**config.mk**
```make
export PLATFORM = sky130hd
export DESIGN_NAME = fifo_flex
export DESIGN_NICKNAME = d
export VERILOG_FILES = /design/src/rtl/fifo_flex.sv
export SDC_FILE = /design/constraint.sdc
export NUM_CORES = 1
export LEC_CHECK = 0
export ABC_CLOCK_PERIOD_IN_PS = 2000
export BUFFER_PORTS_ARGS = -buffer_cell sky130_fd_sc_hd__buf_2
export CAP_MARGIN = 10
export CORE_ASPECT_RATIO = 1.2
export CORE_MARGIN = 2
export CORE_UTILIZATION = 59
export CTS_BUF_LIST = sky130_fd_sc_hd__clkbuf_4 sky130_fd_sc_hd__clkbuf_8
export CTS_CLUSTER_DIAMETER = 50
export CTS_CLUSTER_SIZE = 28
export DETAILED_ROUTE_END_ITERATION = 16
export HOLD_SLACK_MARGIN = 0.02
export PLACE_DENSITY = 0.78
export SYNTH_ARGS = -nofsm -noshare
export SYNTH_HDL_FRONTEND = slang
export SYNTH_SLANG_ARGS = --single-unit
```
**constraint.sdc**
```tcl
create_clock -name clk -period 2 [get_ports clk]
set_input_delay 0.3 -clock clk [delete_from_list [all_inputs] [get_ports clk]]
set_output_delay 0.3 -clock clk [all_outputs]
set_load 0.05 [all_outputs]
```
**src/rtl/fifo_flex.sv**
```systemverilog
// Single-clock FIFO with occupancy count, programmable almost flags, error pulses
// and a selectable standard (registered) or first-word-fall-through read port.
module fifo_flex #(
    parameter int DEPTH    = 64,
    parameter int WIDTH    = 8,
    parameter int AF_LEVEL = DEPTH - 4,
    parameter int AE_LEVEL = 4,
    parameter int FWFT     = 0
) (
    input  logic                       clk,
    input  logic                       rst_n,
    input  logic                       wr_en,
    input  logic [WIDTH-1:0]           wr_data,
    input  logic                       rd_en,
    output logic [WIDTH-1:0]           rd_data,
    output logic                       full,
    output logic                       empty,
    output logic                       almost_full,
    output logic                       almost_empty,
    output logic [$clog2(DEPTH):0]     count,
    output logic                       overflow,
    output logic                       underflow
);
    localparam int AW = $clog2(DEPTH);
    localparam int CW = AW + 1;
    localparam logic [CW-1:0] DEPTH_CNT = CW'(DEPTH);
    localparam logic [CW-1:0] AF_CNT    = CW'(AF_LEVEL);
    localparam logic [CW-1:0] AE_CNT    = CW'(AE_LEVEL);

    logic [WIDTH-1:0] mem [DEPTH];
    logic [AW-1:0]    wr_ptr;
    logic [AW-1:0]    rd_ptr;
    logic             wa;
    logic             ra;
    logic [CW-1:0]    count_next;

    // A read frees a slot in the same cycle, so a full FIFO still accepts a write
    // alongside a read; a write never makes an empty FIFO readable.
    always_comb begin
        // NOTE: every always_comb output gets a default first so no latch is inferred.
        count_next = count;
        ra         = rd_en && !empty;
        wa         = wr_en && (!full || ra);
        if (wa && !ra)
            count_next = count + 1'b1;
        else if (ra && !wa)
            count_next = count - 1'b1;
    end

    // NOTE: state uses non-blocking assignments so every register samples pre-edge values.
    always_ff @(posedge clk or negedge rst_n) begin
        if (!rst_n) begin
            wr_ptr       <= '0;
            rd_ptr       <= '0;
            count        <= '0;
            full         <= 1'b0;
            empty        <= 1'b1;
            almost_full  <= 1'b0;
            almost_empty <= 1'b1;
            overflow     <= 1'b0;
            underflow    <= 1'b0;
        end else begin
            if (wa) wr_ptr <= wr_ptr + 1'b1;
            if (ra) rd_ptr <= rd_ptr + 1'b1;
            count        <= count_next;
            full         <= (count_next == DEPTH_CNT);
            empty        <= (count_next == '0);
            almost_full  <= (count_next >= AF_CNT);
            almost_empty <= (count_next <= AE_CNT);
            overflow     <= wr_en && !wa;
            underflow    <= rd_en && empty;
        end
    end

    // NOTE: storage has no reset; stale words are unreachable once the pointers clear.
    always_ff @(posedge clk) begin
        if (wa) mem[wr_ptr] <= wr_data;
    end

    generate
        if (FWFT != 0) begin : g_fwft
            // Head word is driven straight from storage; zero while nothing is stored.
            assign rd_data = empty ? '0 : mem[rd_ptr];
        end else begin : g_std
            logic [WIDTH-1:0] rd_q;
            always_ff @(posedge clk or negedge rst_n) begin
                if (!rst_n)
                    rd_q <= '0;
                else if (ra)
                    rd_q <= mem[rd_ptr];
            end
            assign rd_data = rd_q;
        end
    endgenerate
endmodule

```
==> summary.md, run 1 <==
| Metric | Value |
|---|---|
| Outcome | `finished with violations` |
| Violated checks | `setup timing` |
| Clock power share | `0.181` |
| Vias in the first global route | `11444` |
| CP startpoint kind | `flip-flop` |
| Fill count | `2011` |
| DIE HEIGHT | `213 microns` |
| CP Capture Type | `flip-flop` |
| CP max FO | `12` |
| Slew margin rel. | `0.444` |
| Async set or reset register ratio after synthesis | `0.0606` |
| Cell family with most CP delay | `flip-flops` |
| Worst R2R Setup Slack | `-0.23 ns` |
| Clk root buf | `clkbuf_8` |
| Post-synthesis simple-gate area fraction | `0.0418` |
| IO buf count | `32` |
| Hold Vio Cnt, Final | `0` |
| First-pass GRT wire length | `72.8 mm` |
| Largest net degree at the start of global routing | `65` |
| Clock buffer depth | `3` |
| Synth area leader | `edfxtp_1` |
| H-tree depth | `2` |
| Commonest non-fill, non-tap cell in the layout | `edfxtp_1` |
| Pre-CTS setup slack | `-0.311 ns` |
| Pint | `0.0215 W` |
| Vias/cell | `6.60` |
| Antenna violations before repair | `1` |
| XOR/XNOR share of the synthesized area | `0.00565` |
| Met3 wire len | `4.31 mm` |
| Crit-path cells | `buf_6 -> buf_12 -> buf_16 -> mux2i_1 -> o22ai_1 -> nor3b_1 -> a32oi_1 -> a32o_1` |
| Synth Warn # | `0` |
| Total gr overflow | `0` |
| Metal2 WL | `26.8 mm` |
| Largest cells by area after synthesis | `edfxtp_1 (72%), mux4_2 (11%), dfrtp_1 (3.6%), mux2i_1 (3.2%), nor2_1 (1.5%)` |
| Setup Skew | `0.0408 ns` |
| Hold Path Depth | `2` |
| Sequential share of power | `0.414` |
| Worst vdd ir | `620 uV` |
| Area share of fa/ha/maj cells after synthesis | `0.00233` |
| Mapped Nets | `1106` |
| CP peak stage delay | `0.57 ns` |
| CP max stage cell | `dfrtp_4` |
| Crit path time final | `2.23 ns` |
| Max_cap viols | `0` |
| Switching power | `0.0118 W` |
| Commonest non-fill, non-tap cells in the layout | `edfxtp_1 (512), buf_4 (116), mux4_2 (105)` |
| Post-route ant nets | `0` |
| Die Wd | `178 microns` |
| Placed cell area | `23800 sq um` |
| Worst hold path class | `input pin to flip-flop` |
| Period utilization | `1.11` |
| # IOs | `33` |
| Clock sink total | `545` |
| Nets@finish | `1298` |
| Clock latency on the worst-skew pair | `0.62 ns` |
| Critical Path AT | `2.72 ns` |
| Worst-Margin Slew | `0.835 ns` |
| Reg clk slew, reported paths | `0.15 ns` |
| Data required time at the worst endpoint | `2.49 ns` |
| Combinational share of power | `0.405` |
| Synth Register Bits | `545` |
| Routed WL | `52.8 mm` |
| Fmax achieved | `449 MHz` |
| Final Instance Area | `25600 sq um` |
| FF-to-FF path depth | `8` |
| Routed WL per cell | `29.7 microns` |
| CTS buffer count | `36` |
| Crit. path cell count | `8` |
| Pre-antenna DRT Iters | `7` |
| Top Metal Used | `met4` |
| Number of synthesized flops with an enable pin | `512` |
| Max-slew violation count | `0` |
| DR DRC count | `0` |
| Final setup viols | `30` |
| LEAKAGE | `8.36 nW` |
| Area grow syn2layout | `19.0%` |
| Synthesized instance count | `1090` |
| Switching Fraction | `0.355` |
| Hpwl dp | `31.8 mm` |
| RSZ-0062 raised after global routing | `yes` |
| Global placer's final weighted congestion | `0.868` |
| ANT cells | `0` |
| Top-area cell type share of the netlist area | `0.716` |
| DR iter-0 viols | `1547` |
| Distinct cells, synth | `62` |
| Final worst slack | `-0.228 ns` |
| Pwr dens | `1300 nW/um^2` |
| WL met1 | `19.3 mm` |
| Core Rows | `76` |
| Core Footprint | `35900 sq um` |
| Synth Area in Compound Gates | `0.0346` |
| GRT Overall Usage | `0.269` |
| Layout cells sized above 1 | `0.385` |
| Multiplexer share of the synthesized area | `0.143` |
| Bufs and invs on worst path | `3` |
| Setup CP Type | `flip-flop to flip-flop` |
| Sequential share of the synthesized area | `0.754` |
| Initial Utilization | `0.598` |
| CTS tree | `built` |
| Largest family of logic cells by synthesized area | `multiplexers` |
| Main synth FF type | `edfxtp_1` |
| Die area | `38000 sq um` |
| Via count | `11721` |
| Synth Cell Area | `21500 sq um` |
| Syn_area_per_cell | `19.7 sq um` |
-- logic make-up (layout without fill, tap and decap cells) --
logic type | Yosys count | after routing
AO/OA/AOI/OAI | 101 | 101
flip-flops | 545 | 545
AND/OR/NAND/NOR | 188 | 188
adder cells (fa/ha/maj) | 4 | 4
XOR/XNOR | 13 | 13
multiplexers | 175 | 175
buffers and inverters | 64 | 281
-- stage by stage --
stage	util	instances	hold WS (ns)	power (W)	setup TNS (ns)
final	0.712	1775	0.173	0.0333	-1.93
after global routing	0.712	1775	0.157	0.0343	-5.16
after CTS	0.697	1756	0.162	0.0321	-1.07
after detailed placement	0.662	1673	0.420	0.0255	-6.21
after global placement	0.662	1673	0.428	0.0252	-1.77
after floorplan	-	1090	0.00441	0.0212	-24.15
-- per-layer routing --
layer  vias to the layer above  GRT usage
li1                       4818          -
met1                      6101      0.357
met2                       674      0.449
met3                       128     0.0450
met4                         0      0.107
met5                         -          0
-- cell type report --
cell class	count	area [sq um]	area share
Tap cell	468	586	0.0229
Sequential cell	545	16200	0.634
Multi-Input combinational cell	481	5660	0.221
Clock buffer	39	524	0.0205
Timing Repair Buffer	212	2270	0.0889
Inverter	6	22.5	0.000881
Clock inverter	24	295	0.0115
-- power groups by stage --
stage / Sequential [W] / Combinational [W] / Clock [W]
CTS: 0.0137 / 0.0124 / 0.00602
detailed placement: 0.0140 / 0.0115 / 0
finish: 0.0138 / 0.0135 / 0.00603
global route: 0.0138 / 0.0140 / 0.00645
floorplan: 0.0143 / 0.00693 / 0
global placement: 0.0139 / 0.0113 / 0
-- synthesized netlist by cell type, types with 5 or more instances --
library cell  number
buf_6              7
nor3_1             5
o21ai_1           10
a221oi_1           7
o21ai_0            5
nand2_1           32
nand3_1           15
mux2i_1           69
edfxtp_1         512
a22oi_1            9
clkbuf_1          17
a32o_1             6
nand4_1            6
nor2_1            86
buf_2             23
nor3b_1            7
nand3b_1           5
a32oi_1            5
nor4_1             5
nor2b_1            7
mux4_2           105
inv_1              5
xnor2_1            9
o22ai_1           28
dfrtp_1           31
-- flip-flops by register name, indices dropped and copies added, names as in the netlist --
| name | cells |
|---|---|
| overflow | 1 |
| underflow | 1 |
| empty | 1 |
| mem | 512 |
| almost_empty | 1 |
| rd_data | 8 |
| wr_ptr | 6 |
| full | 1 |
| count | 7 |
| rd_ptr | 6 |
| almost_full | 1 |
-- final timing paths --
check                           start           to
max                         rd_ptr[0]   rd_data[5]
min                        wr_data[5]   mem[57][5]
max reg2reg                 rd_ptr[0]   rd_data[5]
min reg2reg                 wr_ptr[3]    wr_ptr[3]
max in group asynchronous       rst_n    rd_ptr[0]
min in group asynchronous       rst_n  almost_full
-- what timing repair did --
action                                 in CTS  in global routing
setup endpoints to repair                 195                 44
gates resized for setup                    40                 61
pin swaps                                  11                 26
hold buffers                                3                  0
gates cloned                                2                  2
endpoints found under the hold margin      33                  0
setup buffers                              15                 17
No activity file was read; power rests on OpenSTA's default activity.
==> inputs of run 2 (changes only) <==
CELL_PAD_IN_SITES_DETAIL_PLACEMENT = 1   (was default)
CELL_PAD_IN_SITES_GLOBAL_PLACEMENT = 1   (was default)
CORE_UTILIZATION = 52   (was 59)
MAX_ROUTING_LAYER = met4   (was default)
PLACE_DENSITY = default   (was 0.78)
PLACE_DENSITY_LB_ADDON = 0.1   (was default)
==> summary.md, run 2 (synthesis gave the netlist of run 1 again) <==
| Metric | Value |
|---|---|
| Setup_tns | `-1.98 ns (-0.0589 ns)` |
| CTS buffer count | `43 (+19%)` |
| Vias/cell | `6.04 (-8.5%)` |
| Reg clk slew, reported paths | `0.13 ns (-0.02 ns)` |
| Final non-filler cell total | `1884 (+6.1%)` |
| Routed WL per cell | `29.1 microns (-2.0%)` |
| Pwr dens | `1300 nW/um^2 (-0.44%)` |
| Setup Skew | `0.0419 ns (+0.00110 ns)` |
| Post-route ant nets | `0 (unchanged)` |
| Reg area | `16200 sq um (unchanged)` |
| Largest Register | `mem` |
| Clock buffer depth | `3 (unchanged)` |
| Period utilization | `1.16 (+0.0475)` |
| Max-slew violation count | `0 (unchanged)` |
| Via count | `11387 (-2.8%)` |
| LEAKAGE | `8.55 nW (+2.2%)` |
| Hpwl dp | `35.9 mm (+13%)` |
| Die Wd | `190 microns (+6.4%)` |
| DIE HEIGHT | `227 microns (+6.4%)` |
| Clock sink total | `545 (unchanged)` |
| ANT cells | `0 (unchanged)` |
| Routed WL | `54.9 mm (+4.0%)` |
| Fill count | `3431 (+71%)` |
| Die area | `43000 sq um (+13%)` |
| Slew margin rel. | `0.173 (-0.271)` |
| Final setup viols | `13 (-57%)` |
| Clock latency on the worst-skew pair | `0.65 ns (+0.03 ns)` |
| # IOs | `33 (unchanged)` |
| Pre-antenna DRT Iters | `5 (-2)` |
| Outcome | `finished with violations` |
| RSZ-0062 raised after global routing | `yes` |
| Global placer's final weighted congestion | `0.838 (-3.5%)` |
| Core Footprint | `40700 sq um (+13%)` |
| Total gr overflow | `0 (unchanged)` |
| Worst hold slack | `0.0849 ns (-0.0882 ns)` |
| Worst-Margin Slew | `1.24 ns (+0.406 ns)` |
| Crit path time final | `2.32 ns (+0.0950 ns)` |
| Setup CP Type | `flip-flop to flip-flop` |
| Commonest non-fill, non-tap cell in the layout | `edfxtp_1` |
| GRT Overall Usage | `0.267 (-0.00176)` |
| Max FFs per register | `512 (unchanged)` |
| CTS tree | `built` |
| CP max stage cell | `dfrtp_4` |
| First-pass GRT wire length | `80.1 mm (+10%)` |
| Layout cells sized above 1 | `0.403 (+0.0181)` |
| Placed instance count | `1771 (+5.9%)` |
| CP startpoint kind | `flip-flop` |
| Initial Utilization | `0.527 (-0.0704)` |
| Final worst slack | `-0.323 ns (-0.0950 ns)` |
| Clk root buf | `clkbuf_8` |
| Crit-path cells | `buf_4 -> bufbuf_16 -> mux4_2 -> o22ai_1 -> nor2_1 -> a32o_1` |
| Max_cap viols | `0 (unchanged)` |
| Multi-input combinational cell area | `5670 sq um (+0.11%)` |
| DR iter-0 viols | `1000 (-35%)` |
| Commonest non-fill, non-tap cells in the layout | `edfxtp_1 (512), buf_4 (128), mux4_2 (105)` |
| CP peak stage delay | `0.51 ns (-0.06 ns)` |
| H-tree depth | `2 (unchanged)` |
| Antenna violations before repair | `0 (-1)` |
| CP Capture Type | `flip-flop` |
| Area grow syn2layout | `21.2%` |
| Worst vdd ir | `798 uV (+29%)` |
| Data required time at the worst endpoint | `2.55 ns (+0.06 ns)` |
| IO buf count | `32 (unchanged)` |
| Critical Path AT | `2.88 ns (+0.16 ns)` |
| Fmax achieved | `430 MHz (-4.1%)` |
| Cell family with most CP delay | `compound AO/OA/AOI/OAI gates` |
| CP max FO | `11 (-1)` |
| DR DRC count | `0 (unchanged)` |
| Final Instance Area | `26000 sq um (+1.8%)` |
| Hold Vio Cnt, Final | `0 (unchanged)` |
| Core Rows | `81 (+6.6%)` |
| Placed cell area | `24100 sq um (+1.3%)` |
| Bufs and invs on worst path | `2 (-1)` |
| Nets@finish | `1327 (+2.2%)` |
| Largest net degree at the start of global routing | `65 (unchanged)` |
| Pre-CTS setup slack | `-0.359 ns (-0.0484 ns)` |
| Vias in the first global route | `12115 (+5.9%)` |
| Worst hold path class | `input pin to flip-flop` |
| Violated checks | `setup timing` |
-- run 2: cell types whose count changed in the layout (fill, tap and decap cells not counted), sizes merged --
cell | previous run | this run
clkinv | 10 | 14
inv | 15 | 19
bufbuf | 0 | 1
bufinv | 1 | 0
clkinvlp | 4 | 5
clkbuf | 41 | 48
buf | 207 | 229
-- run 2: power breakdown --
group | switching, W | leakage (nW) | internal, W
Combinational | 0.00727 | 3.06 | 0.00598
Clock | 0.00419 | 0.481 | 0.00244
Sequential | 0.000698 | 5.00 | 0.0132
Total | 0.0122 | 8.55 | 0.0216
-- run 2: path summary, 6_finish.rpt --
kind                                  from           end  slack [ns]  depth (start not counted)
worst max-delay path             rd_ptr[0]    rd_data[2]       -0.32                          6
worst min-delay path            wr_data[7]    mem[28][7]        0.08                          1
worst max register to register   rd_ptr[0]    rd_data[2]       -0.32                          6
worst min register to register   rd_ptr[5]     rd_ptr[5]        0.56                          1
max in group asynchronous            rst_n  almost_empty        1.02                          3
min in group asynchronous            rst_n    rd_data[6]        0.27                          2
-- run 2: layout make-up --
type | instances | area share
clock buffer | 47 | 0.0244
clock inverter | 32 | 0.0131
inverter | 6 | 0.000865
multi-input combinational | 481 | 0.218
sequential | 545 | 0.623
tap | 539 | 0.0259
timing repair buffer | 234 | 0.0956
-- run 2: timing repair --
action | CTS | global route
hold buffers | 3 | 0
resized for setup | 36 | 77
pin swaps | 10 | 24
cloned | 2 | 1
endpoints found under the hold margin | 26 | 0
setup endpoints to repair | 148 | 106
setup buffers | 9 | 19
-- run 2: per-stage QoR --
step                      utilization  power, W
after floorplan                     -    0.0212
after global placement          0.592    0.0256
after detailed placement        0.592    0.0258
after CTS                       0.625    0.0330
after global routing            0.639    0.0349
final                           0.639    0.0337
-- run 2: layer usage --
layer | GRT usage | vias up | share of wire
met5 | - | - | 0
met4 | 0.108 | 0 | 0.041
met3 | 0.0406 | 110 | 0.051
met2 | 0.435 | 328 | 0.51
met1 | 0.341 | 6057 | 0.40
li1 | - | 4892 | -
